===== config.mk =====
export PLATFORM = sky130hd
export DESIGN_NAME = prbs_bert_ctrl_flat
export DESIGN_NICKNAME = d
export VERILOG_FILES = /design/src/rtl/prbs_pkg.sv /design/src/rtl/prbs_bert_ctrl_if.sv /design/src/rtl/prbs7_lfsr.sv /design/src/rtl/prbs_bert_ctrl.sv /design/src/flat_wrapper.sv
export SDC_FILE = /design/constraint.sdc
export NUM_CORES = 1
export LEC_CHECK = 0
export CAP_MARGIN = 20
export CORE_ASPECT_RATIO = 0.6
export CORE_MARGIN = 1.5
export CORE_UTILIZATION = 55
export DETAILED_ROUTE_END_ITERATION = 7
export HOLD_SLACK_MARGIN = 0.02
export PLACE_DENSITY_LB_ADDON = 0.05
export SYNTH_ARGS = -nofsm -noshare
export SYNTH_HDL_FRONTEND = slang
export SYNTH_SLANG_ARGS = --single-unit

===== constraint.sdc =====
create_clock -name clk -period 4.6 [get_ports clk]
set_clock_uncertainty 0.05 [all_clocks]
set_input_delay 1.15 -clock clk [delete_from_list [all_inputs] [get_ports clk]]
set_output_delay 1.15 -clock clk [all_outputs]
set_load 0.01 [all_outputs]

===== src/rtl/prbs_pkg.sv =====
// Shared PRBS7 definitions: register width, default seed, FSM state
// encoding and the LFSR next-state function.
package prbs_pkg;

  localparam int PRBS_W = 7;
  localparam logic [PRBS_W-1:0] PRBS_SEED = 7'h6C;

  typedef enum logic [1:0] {
    IDLE  = 2'd0,
    SYNC  = 2'd1,
    CHECK = 2'd2,
    DONE  = 2'd3
  } bert_state_e;

  // One PRBS7 step: shift right, the new MSB is s[0]^s[1]; output bit is s[0].
  function automatic logic [PRBS_W-1:0] prbs7_next(input logic [PRBS_W-1:0] s);
    return {s[0] ^ s[1], s[PRBS_W-1:1]};
  endfunction

endpackage


===== src/rtl/prbs_bert_ctrl_if.sv =====
// Control/status and serial datapath bundle of the PRBS7 BER tester.
// Optional macro PRBS_ERR_INJECT_EN adds the inj_err input.
interface prbs_bert_ctrl_if #(
  parameter int CNT_W = 32,
  parameter int ERR_W = 16
);

  logic             start;
  logic             abort;
  logic [CNT_W-1:0] num_bits;
  logic             rx_bit;
  logic             rx_valid;
`ifdef PRBS_ERR_INJECT_EN
  logic             inj_err;
`endif
  logic             tx_bit;
  logic             tx_valid;
  logic             busy;
  logic             locked;
  logic             done;
  logic [CNT_W-1:0] bit_cnt;
  logic [ERR_W-1:0] err_cnt;
  logic             err_sat;

  // Register-interface / PHY side: drives requests and received data.
  modport master (
    output start, abort, num_bits, rx_bit, rx_valid,
    input  tx_bit, tx_valid, busy, locked, done, bit_cnt, err_cnt, err_sat
`ifdef PRBS_ERR_INJECT_EN
    , output inj_err
`endif
  );

  // BER tester side.
  modport slave (
    input  start, abort, num_bits, rx_bit, rx_valid,
    output tx_bit, tx_valid, busy, locked, done, bit_cnt, err_cnt, err_sat
`ifdef PRBS_ERR_INJECT_EN
    , input inj_err
`endif
  );

endinterface


===== src/rtl/prbs7_lfsr.sv =====
// Loadable PRBS7 generator. The serial output bit is state[0].
module prbs7_lfsr
  import prbs_pkg::*;
#(
  parameter logic [PRBS_W-1:0] RST_VAL = PRBS_SEED
) (
  input  logic              clk,
  input  logic              rst_n,
  input  logic              load,
  input  logic [PRBS_W-1:0] seed,
  input  logic              en,
  output logic [PRBS_W-1:0] state
);

  logic [PRBS_W-1:0] state_q, state_d;

  // Load wins over stepping; otherwise hold.
  always_comb begin
    state_d = state_q;
    if (load) begin
      state_d = seed;
    end else if (en) begin
      state_d = prbs7_next(state_q);
    end
  end

  // LFSR register.
  always_ff @(posedge clk or negedge rst_n) begin
    if (!rst_n) begin
      state_q <= RST_VAL;
    end else begin
      state_q <= state_d;
    end
  end

  assign state = state_q;

endmodule


===== src/rtl/prbs_bert_ctrl.sv =====
// PRBS7 bit-error-rate test sequencer: runs a local PRBS7 transmitter,
// self-synchronises a checker to the received stream, counts checked bits
// and (saturating) errors over a programmed length, then pulses done.
// Optional macro PRBS_ERR_INJECT_EN: inj_err inverts tx_bit for that cycle.
module prbs_bert_ctrl
  import prbs_pkg::*;
#(
  parameter int                CNT_W = 32,
  parameter int                ERR_W = 16,
  parameter logic [PRBS_W-1:0] SEED  = PRBS_SEED
) (
  input logic             clk,
  input logic             rst_n,
  prbs_bert_ctrl_if.slave bus
);

  localparam logic [ERR_W-1:0] ERR_MAX   = '1;
  localparam logic [2:0]       SYNC_LAST = 3'(PRBS_W - 1);

  bert_state_e       state_q, state_d;
  logic [CNT_W-1:0]  len_q, len_d;
  logic [CNT_W-1:0]  bit_cnt_q, bit_cnt_d;
  logic [ERR_W-1:0]  err_cnt_q, err_cnt_d;
  logic              err_sat_q, err_sat_d;
  logic [PRBS_W-1:0] rx_lfsr_q, rx_lfsr_d;
  logic [2:0]        sync_cnt_q, sync_cnt_d;

  logic              start_acc;
  logic              rx_exp;
  logic              rx_err;
  logic [CNT_W-1:0]  bit_cnt_inc;
  logic [ERR_W-1:0]  err_cnt_inc;
  logic              busy_c, locked_c, done_c, tx_valid_c, tx_bit_c;
  logic [PRBS_W-1:0] tx_lfsr_state;

  // abort beats start even in IDLE.
  assign start_acc   = (state_q == IDLE) && bus.start && !bus.abort;
  assign rx_exp      = rx_lfsr_q[0] ^ rx_lfsr_q[1];
  assign rx_err      = bus.rx_bit != rx_exp;
  assign bit_cnt_inc = bit_cnt_q + CNT_W'(1);
  assign err_cnt_inc = err_cnt_q + ERR_W'(1);

  prbs7_lfsr #(
    .RST_VAL (SEED)
  ) u_tx_lfsr (
    .clk   (clk),
    .rst_n (rst_n),
    .load  (start_acc),
    .seed  (SEED),
    .en    (tx_valid_c),
    .state (tx_lfsr_state)
  );

  // FSM state register.
  always_ff @(posedge clk or negedge rst_n) begin
    if (!rst_n) begin
      state_q <= IDLE;
    end else begin
      state_q <= state_d;
    end
  end

  // FSM next-state logic; abort out of any active state takes priority.
  always_comb begin
    state_d = state_q;
    if (state_q != IDLE && bus.abort) begin
      state_d = IDLE;
    end else begin
      case (state_q)
        IDLE:  if (start_acc) state_d = SYNC;
        SYNC:  if (bus.rx_valid && sync_cnt_q == SYNC_LAST)
                 state_d = (len_q == '0) ? DONE : CHECK;
        CHECK: if (bus.rx_valid && bit_cnt_inc == len_q) state_d = DONE;
        DONE:  state_d = IDLE;
        default: state_d = IDLE;
      endcase
    end
  end

  // FSM outputs; tx_bit is forced low whenever it is not qualified.
  always_comb begin
    busy_c     = state_q != IDLE;
    locked_c   = state_q == CHECK;
    done_c     = state_q == DONE;
    tx_valid_c = (state_q == SYNC) || (state_q == CHECK);
`ifdef PRBS_ERR_INJECT_EN
    tx_bit_c   = tx_valid_c & (tx_lfsr_state[0] ^ bus.inj_err);
`else
    tx_bit_c   = tx_valid_c & tx_lfsr_state[0];
`endif
  end

  // Checker datapath: sync shift-in, then self-predicting compare. The
  // predicted bit (not the received one) is fed back so a single bit error
  // never corrupts later predictions. Counters hold outside an active test.
  always_comb begin
    len_d      = len_q;
    bit_cnt_d  = bit_cnt_q;
    err_cnt_d  = err_cnt_q;
    err_sat_d  = err_sat_q;
    rx_lfsr_d  = rx_lfsr_q;
    sync_cnt_d = sync_cnt_q;
    if (start_acc) begin
      len_d      = bus.num_bits;
      bit_cnt_d  = '0;
      err_cnt_d  = '0;
      err_sat_d  = 1'b0;
      rx_lfsr_d  = '0;
      sync_cnt_d = '0;
    end else if (!bus.abort && bus.rx_valid) begin
      case (state_q)
        SYNC: begin
          rx_lfsr_d  = {bus.rx_bit, rx_lfsr_q[PRBS_W-1:1]};
          sync_cnt_d = sync_cnt_q + 3'd1;
        end
        CHECK: begin
          rx_lfsr_d = {rx_exp, rx_lfsr_q[PRBS_W-1:1]};
          bit_cnt_d = bit_cnt_inc;
          if (rx_err && err_cnt_q != ERR_MAX) begin
            err_cnt_d = err_cnt_inc;
            if (err_cnt_inc == ERR_MAX) err_sat_d = 1'b1;
          end
        end
        default: ;
      endcase
    end
  end

  // Checker datapath registers.
  always_ff @(posedge clk or negedge rst_n) begin
    if (!rst_n) begin
      len_q      <= '0;
      bit_cnt_q  <= '0;
      err_cnt_q  <= '0;
      err_sat_q  <= 1'b0;
      rx_lfsr_q  <= '0;
      sync_cnt_q <= '0;
    end else begin
      len_q      <= len_d;
      bit_cnt_q  <= bit_cnt_d;
      err_cnt_q  <= err_cnt_d;
      err_sat_q  <= err_sat_d;
      rx_lfsr_q  <= rx_lfsr_d;
      sync_cnt_q <= sync_cnt_d;
    end
  end

  assign bus.tx_bit   = tx_bit_c;
  assign bus.tx_valid = tx_valid_c;
  assign bus.busy     = busy_c;
  assign bus.locked   = locked_c;
  assign bus.done     = done_c;
  assign bus.bit_cnt  = bit_cnt_q;
  assign bus.err_cnt  = err_cnt_q;
  assign bus.err_sat  = err_sat_q;

endmodule


===== src/flat_wrapper.sv =====
// flat-port wrapper written by rule: the top's interface ports become plain ports
module prbs_bert_ctrl_flat import prbs_pkg::*;
#(
  parameter int                CNT_W = 32,
  parameter int                ERR_W = 16,
  parameter logic [PRBS_W-1:0] SEED  = PRBS_SEED
)
  (clk, rst_n, bus_start, bus_abort, bus_num_bits, bus_rx_bit, bus_rx_valid, bus_tx_bit, bus_tx_valid, bus_busy, bus_locked, bus_done, bus_bit_cnt, bus_err_cnt, bus_err_sat);
  prbs_bert_ctrl_if #(.CNT_W(CNT_W), .ERR_W(ERR_W)) bus_i ();
  input logic clk;
  input logic rst_n;
  input wire logic [$bits(bus_i.start)-1:0] bus_start;
  input wire logic [$bits(bus_i.abort)-1:0] bus_abort;
  input wire logic [$bits(bus_i.num_bits)-1:0] bus_num_bits;
  input wire logic [$bits(bus_i.rx_bit)-1:0] bus_rx_bit;
  input wire logic [$bits(bus_i.rx_valid)-1:0] bus_rx_valid;
  output wire logic [$bits(bus_i.tx_bit)-1:0] bus_tx_bit;
  output wire logic [$bits(bus_i.tx_valid)-1:0] bus_tx_valid;
  output wire logic [$bits(bus_i.busy)-1:0] bus_busy;
  output wire logic [$bits(bus_i.locked)-1:0] bus_locked;
  output wire logic [$bits(bus_i.done)-1:0] bus_done;
  output wire logic [$bits(bus_i.bit_cnt)-1:0] bus_bit_cnt;
  output wire logic [$bits(bus_i.err_cnt)-1:0] bus_err_cnt;
  output wire logic [$bits(bus_i.err_sat)-1:0] bus_err_sat;
  assign bus_i.start = bus_start;
  assign bus_i.abort = bus_abort;
  assign bus_i.num_bits = bus_num_bits;
  assign bus_i.rx_bit = bus_rx_bit;
  assign bus_i.rx_valid = bus_rx_valid;
  assign bus_tx_bit = bus_i.tx_bit;
  assign bus_tx_valid = bus_i.tx_valid;
  assign bus_busy = bus_i.busy;
  assign bus_locked = bus_i.locked;
  assign bus_done = bus_i.done;
  assign bus_bit_cnt = bus_i.bit_cnt;
  assign bus_err_cnt = bus_i.err_cnt;
  assign bus_err_sat = bus_i.err_sat;
  prbs_bert_ctrl #(.CNT_W(CNT_W), .ERR_W(ERR_W), .SEED(SEED)) u_core (.clk(clk), .rst_n(rst_n), .bus(bus_i));
endmodule

==> metrics.md <==
| Metric | Value |
|---|---|
| Max FO, Critical Path | `12` |
| I/O Buffers | `91` |
| Multi-input logic area | `0.003231 mm²` |
| CTS sink count | `100` |
| GP Congestion | `0.9812` |
| Synth warn | `0` |
| Min cycle time layout | `3913 ps` |
| Routed WL | `17.68 mm` |
| Die Height | `83.71 µm` |
| Status | `finished, final reports clean` |
| Crit Reg-Reg Endpoint | `u_core.state_q[1]` |
| CTS tree | `yes` |
| Clk pwr share | `0.240` |
| Worst slew margin | `0.3972` |
| Clock transition at path regs | `70 ps` |
| Crit. End Element | `flip-flop` |
| Starting Density | `0.5655` |
| Post-synthesis simple-gate area fraction | `0.2816` |
| # fillers | `870` |
| Final count of hold timing violations | `0` |
| Gate count after technology mapping | `706` |
| Via-to-Cell Ratio | `6.127` |
| Final worst path period share | `0.8506` |
| Hold Slack | `421.0 ps` |
| FF-to-FF Start | `u_core.bus.bit_cnt[0]` |
| Power Internal | `2.132 mW` |
| FP Rows | `29` |
| Mapped Area | `0.005971 mm²` |
| Logic pwr share | `0.356` |
| Via Count | `5637` |
| Setup CP Type | `flip-flop to flip-flop` |
| PD cells | `475.1 mW/mm²` |
| Synth async-reset ratio | `1.000` |
| Antenna violations before repair | `0` |
| Initial DRC count | `869` |
| Fmax | `255.6 MHz` |
| Max Slew Vio Count | `0` |
| Main flop type after synthesis | `dfrtp_1` |
| Combinational family with the most area after synthesis | `simple AND/OR/NAND/NOR gates` |
| Layout cells sized above 1 | `0.06018` |
| Sequential fraction of the synthesis area | `0.4199` |
| Die ar. | `0.01151 mm²` |
| DRC | `0` |
| Leakage | `3.107 nW` |
| Syn_nets | `754` |
| Top post-synthesis cells by area | `dfrtp_1 (40%), nand2_1 (11%), xnor2_1 (5.0%)` |
| Hold Path Class | `flip-flop to flip-flop` |
| Core area | `0.01056 mm²` |
| Setup violators final | `0` |
| Layout Cells excl Fill | `920` |
| R2R Setup Slk | `690 ps` |
| Worst Tran Pin Value | `904.3 ps` |
| Sequential share of power | `0.404` |
| Total Neg Setup Slack | `0 ps` |
| Root Buffer | `clkbuf_16` |
| Grt total ovfl | `0` |
| CP required | `4770 ps` |
| Reg area | `0.002507 mm²` |
| Hold-fix buffers, CTS | `0` |
| Avg Cell Area, Syn | `8.457 µm²` |
| Min-delay src | `u_core.rx_lfsr_q[2]` |
| Io pins | `92` |
| Post-route ant nets | `0` |
| Vias in the first global route | `5055` |
| Post_cts resized | `0` |
| Nets@finish | `825` |
| MaxCap Viol Count | `0` |
| Deepest clock path buffer count | `2` |
| Post-synth EDFFs | `0` |
| Synth Area in Adders | `0.02096` |
| Critical Path AT | `4080 ps` |
| Diode count | `0` |
| Number of H-tree levels | `3` |
| Worst VDD drop | `0.0002886 V` |
| XOR/XNOR share of the synthesized area | `0.09388` |
| Multiplexer share of the synthesized area | `0.02619` |
| R2r worst-path depth | `10` |
| Synth Register Bits | `100` |
| DP Cell Count | `905` |
| Yosys top cell area share | `0.4023` |
| Post-CTS Setup Bufs | `0` |
| Sw Pwr | `1.318 mW` |
| Post-synth cell types | `60` |
| Hpwl dp | `12.94 mm` |
| Gr usage total | `0.3211` |
| Die W | `137.5 µm` |
| Drt wl/cell | `19.22 µm` |
| CTS Buf Count | `9` |
| First-pass DRT Iterations | `6` |
| Hold EP | `u_core.rx_lfsr_q[2]` |
| Largest net degree at the start of global routing | `73` |
| Area leader, netlist | `dfrtp_1` |
| Clock latency on the worst-skew pair | `350 ps` |
| Startpoint Class | `flip-flop` |
| Hold path depth | `2` |
| Post-synthesis compound-gate area fraction | `0.1171` |
| First-pass GRT wire length | `27.96 mm` |
| Area Growth Syn to Fin | `21.63%` |
| RSZ-0062 raised after global routing | `false` |
| Switching power share of the total | `0.3821` |
-- power by group through the flow --
stage          Clock [mW]  Combinational, mW  Sequential (mW)
2_1_floorplan           0              0.863             1.28
3_3_place_gp            0               1.17             1.38
3_5_place_dp            0               1.21             1.39
4_1_cts             0.833               1.22             1.38
5_1_grt             0.871               1.36             1.41
6_report            0.829               1.23             1.39
-- area by class of cell --
cell class	instances	share of cell area
clock buffer	10	0.03153
timing repair buffer	101	0.1354
tap	139	0.02395
clock inverter	5	0.01172
sequential	100	0.3453
inverter	14	0.007236
multi-input combinational	551	0.4449
-- metrics by stage --
stage / util / cell area, µm² / worst slack (ps) / total power [mW]
after floorplan: - / 5971 / 1282 / 2.145
after global placement: 0.6580 / 6948 / 980.2 / 2.551
after detailed placement: 0.6580 / 6948 / 803.1 / 2.598
after CTS: 0.6878 / 7262 / 783.1 / 3.428
after global routing: 0.6878 / 7262 / 489.7 / 3.647
final: 0.6878 / 7262 / 687.1 / 3.450
-- worst max-delay path by stage --
| stage | start | to | slack [ps] | cells past startpoint |
|---|---|---|---|---|
| final | u_core.bus.bit_cnt[0] | u_core.state_q[1] | 690 | 10 |
| after global routing | u_core.bus.bit_cnt[0] | u_core.state_q[0] | 490 | 10 |
| after CTS | u_core.bus.bit_cnt[0] | u_core.state_q[0] | 780 | 10 |
| after detailed placement | u_core.bus.bit_cnt[0] | u_core.state_q[0] | 800 | 10 |
| after global placement | u_core.bus.bit_cnt[0] | u_core.state_q[0] | 980 | 10 |
| after floorplan | u_core.bus.bit_cnt[8] | u_core.state_q[0] | 1280 | 11 |
-- layer usage --
metal  routed length [µm]  track usage  vias up
met4                  320      0.06411        0
li1                     -            -     2590
met2                 6609       0.4023      340
met1                 8464       0.5363     2666
met5                    0            0        -
met3                 2284      0.08500       41
-- cell usage after synthesis, types with 3 or more instances --
| cell | count |
|---|---|
| clkbuf_2 | 6 |
| or2_2 | 4 |
| and2_1 | 6 |
| or4_1 | 3 |
| o41ai_1 | 3 |
| nor3_1 | 17 |
| and3_1 | 9 |
| ha_1 | 10 |
| nor4_1 | 16 |
| nand4_1 | 17 |
| xor2_1 | 30 |
| o31ai_1 | 14 |
| nor2_1 | 44 |
| a22o_1 | 3 |
| dfrtp_1 | 96 |
| xnor2_1 | 34 |
| buf_2 | 9 |
| nor2b_1 | 4 |
| dfstp_2 | 4 |
| a21oi_1 | 16 |
| nand3_1 | 27 |
| inv_1 | 14 |
| nand2_1 | 174 |
| clkbuf_1 | 20 |
| buf_1 | 3 |
| o21ai_0 | 48 |
| a31oi_1 | 8 |
| nor3b_1 | 4 |
| or3_1 | 6 |
| nand4b_1 | 3 |
| mux2i_1 | 13 |
-- state kept, by name, summed over array words and instances, names as in the netlist --
register and count:
u_core.u_tx_lfsr.state 7, u_core.bus.err_cnt 16, u_core.bus.err_sat 1, u_core.state_q 2, u_core.len_q 32, u_core.rx_lfsr_q 7
u_core.sync_cnt_q 3, u_core.bus.bit_cnt 32
-- critical path, cell delays in order (launching register included) --
cell       delay, ps
dfrtp_1          500
ha_1             300
nand3_1          100
buf_4            200
nor3_1           640
nand4_1          350
xnor2_1          210
or4_1            550
a2111oi_4        380
mux2i_1          350
o2111ai_2        150
-- logic make-up (layout without fill, tap and decap cells) --
| group | Yosys count | count (layout) |
|---|---|---|
| and+or+nand+nor | 352 | 352 |
| muxes | 15 | 15 |
| buffers and inverters | 55 | 130 |
| xor gates and xnor gates | 64 | 64 |
| AOI/OAI and AO/OA | 110 | 110 |
| adders and majority gates | 10 | 10 |
| DFF | 100 | 100 |
-- placed cells by master (no fill, tap or decap), types with 6 or more instances in the layout --
cell               n
a21oi_1           16
a31oi_1            8
and2_1             6
and3_1             9
buf_4             11
clkbuf_16          9
clkdlybuf4s50_1   90
dfrtp_1           96
ha_1              10
inv_1             14
mux2i_1           13
nand2_1          174
nand3_1           27
nand4_1           17
nor2_1            43
nor3_1            17
nor4_1            16
o21ai_0           48
o31ai_1           14
or3_1              6
xnor2_1           34
xor2_1            30
Note: power is estimated with default switching activity, not from simulation.
